[config.mk]
export PLATFORM = sky130hd
export DESIGN_NAME = mc_riscv_ctrl_gen
export DESIGN_NICKNAME = d
export VERILOG_FILES = /design/src/rtl/mc_riscv_ctrl_gen.sv
export SDC_FILE = /design/constraint.sdc
export NUM_CORES = 1
export LEC_CHECK = 0
export BUFFER_PORTS_ARGS = -buffer_cell sky130_fd_sc_hd__buf_2
export CAP_MARGIN = 20
export CORE_ASPECT_RATIO = 1.1
export CORE_MARGIN = 4
export CORE_UTILIZATION = 41
export DETAILED_ROUTE_END_ITERATION = 6
export PLACE_DENSITY = 0.76
export REMOVE_ABC_BUFFERS = 1
export SLEW_MARGIN = 5
export SYNTH_ARGS = -nofsm -noshare
export SYNTH_HDL_FRONTEND = slang
export SYNTH_SLANG_ARGS = --single-unit
[constraint.sdc]
create_clock -name clk -period 1.7 [get_ports clk]
set_input_delay 0.085 -clock clk [delete_from_list [all_inputs] [get_ports clk]]
set_output_delay 0.085 -clock clk [all_outputs]
set_load 0.005 [all_outputs]
[src/rtl/mc_riscv_ctrl_gen.sv]
// mc_riscv_ctrl_gen -- multi-cycle RV32I control FSM.
//   Reads the IR fields (opc/f3/f7) and ALU flags from the datapath and produces
//   every datapath enable and mux select. Outputs are Moore (state only), except
//   pc_w in BRANCH (taken flag) and the FETCH/MEM_RD/MEM_WR ready gating.
// Parameters
//   MEM_WAIT    : 1 = memory states hold until mem_ready, 0 = single-cycle memory
//   HAS_UBRANCH : 1 = bltu/bgeu legal, 0 = they trap
//   HAS_SHIFT   : 1 = sll/srl/sra(+i) legal, 0 = they trap
// Ports
//   clk, rst            : clock, synchronous active-high reset
//   opc, f3, f7         : IR[6:0], IR[14:12], IR[31:25]
//   zero, sign, ltu     : ALU flags (==0, signed <, unsigned <)
//   mem_ready           : memory completes the access this cycle
//   pc_w .. adr_src     : write enables / address mux (0 PC, 1 ALUOut)
//   imm_src             : 0 I, 1 S, 2 B, 3 J, 4 U
//   alu_ctl             : 0 add,1 sub,2 and,3 or,4 xor,5 slt,6 sltu,7 sll,8 srl,9 sra
//   alu_src_a/alu_src_b : A 0 PC,1 OldPC,2 rs1; B 0 rs2,1 imm,2 const 4
//   result_src          : 0 ALUOut, 1 MemData, 2 ALUResult, 3 ImmExt
//   illegal, state      : trap flag, current state (debug)
module mc_riscv_ctrl_gen #(
    parameter bit MEM_WAIT    = 1'b1,
    parameter bit HAS_UBRANCH = 1'b1,
    parameter bit HAS_SHIFT   = 1'b1
) (
    input  logic       clk,
    input  logic       rst,
    input  logic [6:0] opc,
    input  logic [2:0] f3,
    input  logic [6:0] f7,
    input  logic       zero,
    input  logic       sign,
    input  logic       ltu,
    input  logic       mem_ready,
    output logic       pc_w,
    output logic       oldpc_w,
    output logic       ir_w,
    output logic       reg_w,
    output logic       mem_w,
    output logic       mem_r,
    output logic       adr_src,
    output logic [2:0] imm_src,
    output logic [3:0] alu_ctl,
    output logic [1:0] alu_src_a,
    output logic [1:0] alu_src_b,
    output logic [1:0] result_src,
    output logic       illegal,
    output logic [3:0] state
);

    typedef enum logic [3:0] {
        FETCH   = 4'd0,  DECODE = 4'd1,  EXEC_R = 4'd2,  EXEC_I = 4'd3,
        ALU_WB  = 4'd4,  MEM_ADR = 4'd5, MEM_RD = 4'd6,  MEM_WB = 4'd7,
        MEM_WR  = 4'd8,  BRANCH = 4'd9,  JUMP   = 4'd10, JALR   = 4'd11,
        LUI     = 4'd12, AUIPC  = 4'd13, TRAP   = 4'd15
    } state_t;

    localparam logic [6:0] OP_R = 7'd51, OP_I = 7'd19, OP_LD = 7'd3, OP_ST = 7'd35,
                           OP_BR = 7'd99, OP_JAL = 7'd111, OP_JALR = 7'd103,
                           OP_LUI = 7'd55, OP_AUIPC = 7'd23;
    localparam logic [6:0] F7_ALT = 7'h20;

    state_t cur, nxt;
    logic   rdy;

    assign rdy = mem_ready | ~MEM_WAIT;

    function automatic logic r_legal(input logic [2:0] fn3, input logic [6:0] fn7);
        logic shift;
        shift = (fn3 == 3'd1) || (fn3 == 3'd5);
        if (fn7 == 7'd0)
            r_legal = !shift || HAS_SHIFT;
        else if (fn7 == F7_ALT)
            r_legal = (fn3 == 3'd0) || ((fn3 == 3'd5) && HAS_SHIFT);
        else
            r_legal = 1'b0;
    endfunction

    function automatic logic i_legal(input logic [2:0] fn3, input logic [6:0] fn7);
        case (fn3)
            3'd1:    i_legal = HAS_SHIFT && (fn7 == 7'd0);
            3'd5:    i_legal = HAS_SHIFT && ((fn7 == 7'd0) || (fn7 == F7_ALT));
            default: i_legal = 1'b1;
        endcase
    endfunction

    function automatic logic br_legal(input logic [2:0] fn3);
        case (fn3)
            3'd0, 3'd1, 3'd4, 3'd5: br_legal = 1'b1;
            3'd6, 3'd7:             br_legal = HAS_UBRANCH;
            default:                br_legal = 1'b0;
        endcase
    endfunction

    // Shared R/I decode; only f3=0 differs (R uses f7 to pick sub, I is always addi).
    function automatic logic [3:0] alu_op(input logic is_r, input logic [2:0] fn3,
                                          input logic [6:0] fn7);
        case (fn3)
            3'd0:    alu_op = (is_r && fn7 == F7_ALT) ? 4'd1 : 4'd0;
            3'd1:    alu_op = 4'd7;
            3'd2:    alu_op = 4'd5;
            3'd3:    alu_op = 4'd6;
            3'd4:    alu_op = 4'd4;
            3'd5:    alu_op = (fn7 == F7_ALT) ? 4'd9 : 4'd8;
            3'd6:    alu_op = 4'd3;
            default: alu_op = 4'd2;
        endcase
    endfunction

    always_ff @(posedge clk) begin
        if (rst) cur <= FETCH;
        else     cur <= nxt;
    end

    always_comb begin
        nxt        = cur;
        pc_w       = 1'b0;
        oldpc_w    = 1'b0;
        ir_w       = 1'b0;
        reg_w      = 1'b0;
        mem_w      = 1'b0;
        mem_r      = 1'b0;
        adr_src    = 1'b0;
        imm_src    = 3'd0;
        alu_ctl    = 4'd0;
        alu_src_a  = 2'd0;
        alu_src_b  = 2'd0;
        result_src = 2'd0;
        illegal    = 1'b0;
        state      = cur;

        case (cur)
            FETCH: begin
                mem_r      = 1'b1;
                alu_src_b  = 2'd2;
                result_src = 2'd2;
                // Enables only fire on the completing cycle so a held fetch is idempotent.
                ir_w    = rdy;
                pc_w    = rdy;
                oldpc_w = rdy;
                if (rdy) nxt = DECODE;
            end
            DECODE: begin
                // Precompute branch/jal target into ALUOut while decoding.
                alu_src_a = 2'd1;
                alu_src_b = 2'd1;
                imm_src   = (opc == OP_BR) ? 3'd2 : 3'd3;
                case (opc)
                    OP_R:      nxt = r_legal(f3, f7) ? EXEC_R : TRAP;
                    OP_I:      nxt = i_legal(f3, f7) ? EXEC_I : TRAP;
                    OP_LD,
                    OP_ST:     nxt = MEM_ADR;
                    OP_BR:     nxt = br_legal(f3) ? BRANCH : TRAP;
                    OP_JAL:    nxt = JUMP;
                    OP_JALR:   nxt = (f3 == 3'd0) ? JALR : TRAP;
                    OP_LUI:    nxt = LUI;
                    OP_AUIPC:  nxt = AUIPC;
                    default:   nxt = TRAP;
                endcase
            end
            EXEC_R: begin
                alu_src_a = 2'd2;
                alu_ctl   = alu_op(1'b1, f3, f7);
                nxt       = ALU_WB;
            end
            EXEC_I: begin
                alu_src_a = 2'd2;
                alu_src_b = 2'd1;
                alu_ctl   = alu_op(1'b0, f3, f7);
                nxt       = ALU_WB;
            end
            ALU_WB: begin
                reg_w = 1'b1;
                nxt   = FETCH;
            end
            MEM_ADR: begin
                alu_src_a = 2'd2;
                alu_src_b = 2'd1;
                imm_src   = (opc == OP_ST) ? 3'd1 : 3'd0;
                nxt       = (opc == OP_ST) ? MEM_WR : MEM_RD;
            end
            MEM_RD: begin
                adr_src = 1'b1;
                mem_r   = 1'b1;
                if (rdy) nxt = MEM_WB;
            end
            MEM_WB: begin
                result_src = 2'd1;
                reg_w      = 1'b1;
                nxt        = FETCH;
            end
            MEM_WR: begin
                adr_src = 1'b1;
                mem_w   = 1'b1;
                if (rdy) nxt = FETCH;
            end
            BRANCH: begin
                alu_src_a = 2'd2;
                alu_ctl   = 4'd1;
                case (f3)
                    3'd0:    pc_w = zero;
                    3'd1:    pc_w = ~zero;
                    3'd4:    pc_w = sign;
                    3'd5:    pc_w = ~sign;
                    3'd6:    pc_w = ltu;
                    3'd7:    pc_w = ~ltu;
                    default: pc_w = 1'b0;
                endcase
                nxt = FETCH;
            end
            JALR: begin
                // rs1+imm lands in ALUOut; JUMP then loads it into PC unmodified.
                alu_src_a = 2'd2;
                alu_src_b = 2'd1;
                nxt       = JUMP;
            end
            JUMP: begin
                pc_w      = 1'b1;
                alu_src_a = 2'd1;
                alu_src_b = 2'd2;
                nxt       = ALU_WB;
            end
            LUI: begin
                imm_src    = 3'd4;
                result_src = 2'd3;
                reg_w      = 1'b1;
                nxt        = FETCH;
            end
            AUIPC: begin
                alu_src_a = 2'd1;
                alu_src_b = 2'd1;
                imm_src   = 3'd4;
                nxt       = ALU_WB;
            end
            TRAP: begin
                illegal = 1'b1;
            end
            default: nxt = FETCH;
        endcase

        // Reset masks everything, including the debug state, for its full duration.
        if (rst) begin
            pc_w       = 1'b0;
            oldpc_w    = 1'b0;
            ir_w       = 1'b0;
            reg_w      = 1'b0;
            mem_w      = 1'b0;
            mem_r      = 1'b0;
            adr_src    = 1'b0;
            imm_src    = 3'd0;
            alu_ctl    = 4'd0;
            alu_src_a  = 2'd0;
            alu_src_b  = 2'd0;
            result_src = 2'd0;
            illegal    = 1'b0;
            state      = 4'd0;
        end
    end

endmodule
==> results of run 1 <==
[worst min-delay path: stages]
cell	delay, ps
buf_2	110
o311ai_1	90
nor3_2	60
a21oi_1	100
[stage by stage]
step	util	std cells	TNS, ps
after floorplan	-	142	-233
after global placement	0.574	234	-19.9
after detailed placement	0.574	234	-84.4
after CTS	0.627	243	-143
after global routing	0.667	247	-270
final	0.667	247	-14.8
[timing repair]
action	CTS	global route
buffers inserted	5	4
gates cloned	1	0
hold buffers	0	0
resized for setup	15	16
endpoints found under the setup margin	5	8
hold endpoints to repair	0	0
pin swaps	9	8
[cell families after synthesis]
logic type,after synthesis,synth area share
muxes,2,0.0207
buffers and inverters,24,0.106
and+or+nand+nor,73,0.408
DFF,4,0.0827
xor gates and xnor gates,5,0.0452
AOI/OAI and AO/OA,47,0.337
[path summary, 6_finish.rpt]
path / start / end / slack, ps / depth (start not counted)
min reg2reg: cur[2] / cur[1] / 770 / 3
max reg2reg: cur[3] / cur[2] / -10 / 5
max: cur[3] / cur[2] / -10 / 5
min: opc[0] / cur[2] / 240 / 4
[power by group]
part | switching (mW) | internal (mW)
Clock | 0.0377 | 0.0789
Combinational | 0.394 | 0.376
Sequential | 0.0265 | 0.117
Total | 0.458 | 0.572
[cells in the final DEF, fill, tap and decap left out, drive strengths merged, types with 3 or more instances in the layout]
master,n
a21o,4
a21oi,8
a31oi,5
buf,72
clkbuf,3
dfxtp,4
inv,11
nand2,11
nand2b,6
nand3,4
nor2,18
nor2b,4
nor3,7
nor4,6
nor4b,3
o21ai,9
or3,4
xor2,3
[final cells by class]
| cell class | count | area (um2) | area share |
|---|---|---|---|
| Multi-Input combinational cell | 127 | 866 | 0.577 |
| Inverter | 11 | 41.3 | 0.0275 |
| Timing Repair Buffer | 72 | 447 | 0.297 |
| Sequential cell | 4 | 87.6 | 0.0583 |
| Tap cell | 30 | 37.5 | 0.0250 |
| Clock buffer | 3 | 22.5 | 0.0150 |
[per-layer routing]
| layer | vias up | routed length [um] | track usage |
|---|---|---|---|
| met3 | 14 | 317 | 0.0302 |
| met4 | 0 | 138 | 0.107 |
| met1 | 656 | 1350 | 0.267 |
| met2 | 86 | 1770 | 0.414 |
| li1 | 704 | - | - |
| met5 | - | 0 | 0 |
==> impl_metrics.ini, run 1 <==
[final_layout]
largest_registers = cur (4)
regMostFlops = cur
final_area_um2 = 1500
drive_above_1_share = 0.433
largest_reg_flops = 4
num-fill-cells = 197
antenna_cells = 0
syn_to_final_growth_pct = 55.0
fin_nets = 242

[synth]
ys_seq_area_frac = 0.0827
ys_async_sr_fraction = 0
avgSynthCellArea_um2 = 6.25
yosys.area.top_type_share = 0.0827
synth_edf_count = 0
yosys-top-cells-count = nor2_1 (18), inv_1 (11), nand2_1 (11)
netlist_top_cells_area = dfxtp_1 (8.3%), nor2_1 (7.0%), inv_1 (4.3%)
netlist_instances = 155
ys_warn_count = 0
yosysMostFrequentCell = nor2_1
ys_types = 48
yosysTopAreaCell = dfxtp_1
ys_seq_elements = 4
synth_area_um2 = 968
synthFlopType = dfxtp_1

[timing]
fmax_mhz = 583
drv_slew = 0
hold_ws_ps = 240
skew_ps = 0.895
worst_slew_pin_slew_ps = 517
period_minus_slack_ps = 1710
setup_ws_ps = -14.8
max-slew-margin-rel = 0.650
finalCritPeriodShare = 1.01
final_hold_viol_count = 0
setup_violations = 1
rsz0062_at_grt = true

[grt]
gr-total-overflow = 0
grt_pass1_vias = 1337
track_usage = 0.233
antenna_found_initial = 0
grt_max_degree = 21
grt_pass1_wl_um = 5710

[critical_path]
cp_slowest_stage_delay_ps = 480
crit_fanout = 3
worstPathArrival_ps = 1830
worst-endpoint-required_ps = 1820
cp-end-kind = flip-flop
path_buf_inv = 0
startpoint_type = flip-flop
cp_cell_sequence = or4b_1, or3_1, a32o_2, nor3_2, a21oi_1
path_class = flip-flop to flip-flop
crit_slowest_cell = or4b_1
crit_family = simple AND/OR/NAND/NOR gates

[cts]
clockBufferDepth = 2
cts_buffers = 3
root_buffer = clkbuf_4
cts.clk_slew.worst_paths_ps = 40
clkSinkCount = 4
clkLatencyLatePin_ps = 240
cts_tree = done
htree_levels = 1

[pwr]
power_mw = 1.03
p_leak_nw = 0.738
irDropWorstVdd_uv = 510
power_density_nw_per_um2 = 686

[routing]
first_pass_iters = 4
via_per_inst = 5.91
ant_nets = 0
vias = 1460
drc_errors = 0
drtIter0Drc = 56
drt-total-wl_um = 3580
wire_per_inst_um = 14.5

[floorplanning]
ioPinCount = 48
die-width_um = 54.3
fp.dieH_um = 59.0
coreArea_um2 = 2250
core.rowCount = 18
die-area_um2 = 3200
initial_core_util = 0.430

[run]
max-cap-violations = 0

[placed_design]
place_area_um2 = 1290
gp_congestion = 0.884
dp_hpwl_um = 2620
pre_cts_slack_ps = -84.4
io_buffer_count = 47

[outcome]
violations = setup timing
outcome = complete, but fails checks

[hold_path]
hp-class = input port to flip-flop
(Power assumes the default switching activity.)
==> inputs of run 2 (changes only) <==
Settings changed: ABC_AREA from default to 1, CELL_PAD_IN_SITES_DETAIL_PLACEMENT from default to 0, CELL_PAD_IN_SITES_GLOBAL_PLACEMENT from default to 1, CORE_UTILIZATION 41 to 25, PLACE_DENSITY 0.76 to 0.75.
==> run 2 against run 1 <==
  * The run now ends clean
  * Setup slack improved by 130 ps
  * Routed wire length decreased by 16%
  * Design area shrank 13%
  * Maximum frequency grew 8.3%
  * Sequential share of layout area increased by 0.43 points
  * Combinational power is 7.1% lower
  * Non-clock buffer count down 25
  * Via count decreased by 13%
  * Clock skew up 0.51 ps
  * Critical endpoint is now alu_src_b[0]
==> impl_metrics.ini, run 2 <==
[outcome]
outcome = finished clean

[timing]
fmax_mhz = 632
max-slew-margin-rel = 0.729
rsz0062_at_grt = false
hold_ws_ps = 367
setup_ws_ps = 116
drv_slew = 0
skew_ps = 1.40
worst_slew_pin_slew_ps = 407
tns_ps = 0
final_hold_viol_count = 0
finalCritPeriodShare = 0.931
period_minus_slack_ps = 1580
setup_violations = 0

[grt]
track_usage = 0.122
antenna_found_initial = 0
grt_pass1_wl_um = 4930
grt_pass1_vias = 1202
grt_max_degree = 24
gr-total-overflow = 0

[pwr]
p_comb_frac = 0.659
sw_frac_of_total = 0.496
irDropWorstVdd_uv = 702
p_leak_nw = 0.729
p_seq_frac = 0.161
power_density_nw_per_um2 = 835
power.switching_uw = 538
power_mw = 1.08
clkPwrFrac = 0.179
internal-power_uw = 547

[synth]
ys_seq_area_frac = 0.0815
netlist_instances = 197
ys_warn_count = 0
yosysTopAreaCell = nand2_1
ys_seq_elements = 4
avgSynthCellArea_um2 = 4.99
yosys.area.top_type_share = 0.210
synthFlopType = dfxtp_1
synth_edf_count = 0
ys_async_sr_fraction = 0
yosysMostFrequentCell = nand2_1
synth_area_um2 = 982
netlist_top_cells_area = nand2_1 (21%), nor2_1 (13%), inv_1 (8.8%)
ys_types = 23
yosys-top-cells-count = nand2_1 (55), nor2_1 (33), inv_1 (23)

[floorplanning]
die-width_um = 67.8
ioPinCount = 48
die-area_um2 = 5000
initial_core_util = 0.265
fp.dieH_um = 73.7
core.rowCount = 23
coreArea_um2 = 3710

[critical_path]
path_class = flip-flop to output pin
worstPathArrival_ps = 1500
worst-endpoint-required_ps = 1620
crit_fanout = 6
cp-end-kind = output pin
startpoint_type = flip-flop
worstReg2RegStart = cur[0]
cp-startpoint = cur[2]

[placed_design]
place_area_um2 = 1250
gp_congestion = 0.855
pre_cts_slack_ps = 240
io_buffer_count = 47
dp_hpwl_um = 2590
place_inst = 290

[final_layout]
antenna_cells = 0
final_common_cell = nand2_1
post-route-util = 0.350
num-fill-cells = 437
fin_cells = 293
final_area_um2 = 1300
regMostFlops = cur
largest_registers = cur (4)
drive_above_1_share = 0.337
largest_reg_flops = 4
final_cell_mix = nand2_1 (55), buf_2 (47), nor2_1 (32)
fin_nets = 268
syn_to_final_growth_pct = 32.2

[routing]
drc_errors = 0
drt-total-wl_um = 3010
wire_per_inst_um = 10.3
vias = 1274
drtIter0Drc = 59
via_per_inst = 4.35
ant_nets = 0
first_pass_iters = 4

[hold_path]
hp-class = input port to flip-flop
min-delay-start = rst

[cts]
clkLatencyLatePin_ps = 210
clkSinkCount = 4
htree_levels = 1
cts_buffers = 3
clockBufferDepth = 2
cts.clk_slew.worst_paths_ps = 30
root_buffer = clkbuf_8
cts_tree = done
ctsHoldBuffers = 0

[run]
max-cap-violations = 0
[run 2: changes by cell type after synthesis, sizes merged, moves of 4 or more]
| cell | previous run | this run |
|---|---|---|
| nand2b | 6 | 0 |
| nor2b | 4 | 0 |
| inv | 11 | 32 |
| nor4 | 6 | 0 |
| a21oi | 8 | 13 |
| a21o | 4 | 0 |
| or3 | 4 | 0 |
| clkbuf | 7 | 2 |
| nand3 | 4 | 16 |
| buf | 6 | 2 |
| nand2 | 11 | 62 |
| nor2 | 18 | 43 |
[run 2: power groups by stage]
stage	registers (mW)	logic [mW]	clock network (mW)
2_1_floorplan	0.162	0.488	0
3_3_place_gp	0.171	0.728	0
3_5_place_dp	0.172	0.726	0
4_1_cts	0.171	0.729	0.202
5_1_grt	0.182	0.826	0.203
6_report	0.175	0.715	0.195
[run 2: cell families after synthesis]
| kind of cell | count (synthesis) | share of synthesized area |
|---|---|---|
| AND/OR/NAND/NOR | 128 | 0.608 |
| buffers and inverters | 36 | 0.149 |
| flip-flops | 4 | 0.0815 |
| AO/OA/AOI/OAI | 29 | 0.162 |
[run 2: area by class of cell]
cell class / instances / area (um2) / share of cell area
multi-input combinational: 157 / 758 / 0.584
timing repair buffer: 47 / 235 / 0.181
inverter: 32 / 120 / 0.0925
sequential: 4 / 81.3 / 0.0626
clock buffer: 3 / 41.3 / 0.0318
tap: 50 / 62.6 / 0.0482
[run 2: worst max-delay path, stage by stage (launching register included)]
cell	delay, ps
dfxtp_1	440
inv_2	80
nor2_2	160
nand2_1	110
nand2_1	110
inv_1	60
a31oi_1	190
buf_2	150
[run 2: per-layer routing]
layer	wire [um]	part of all wire	global-route usage
met1	1420	0.47	0.161
met3	190	0.063	0.00917
met4	15	0.0050	0.0203
met2	1380	0.46	0.215
met5	0	0	0
[run 2: what timing repair did]
action	in CTS	in global routing
gates resized for setup	0	2
endpoints found under the hold margin	0	0
setup buffers	0	0
setup endpoints to repair	0	6
[run 2: final timing paths]
check                                    end  slack (ps)  depth (start not counted)
worst min-delay path                  cur[3]         370                          4
worst max-delay path            alu_src_b[0]         120                          7
worst min register to register        cur[0]         650                          4
worst max register to register        cur[0]         330                          9
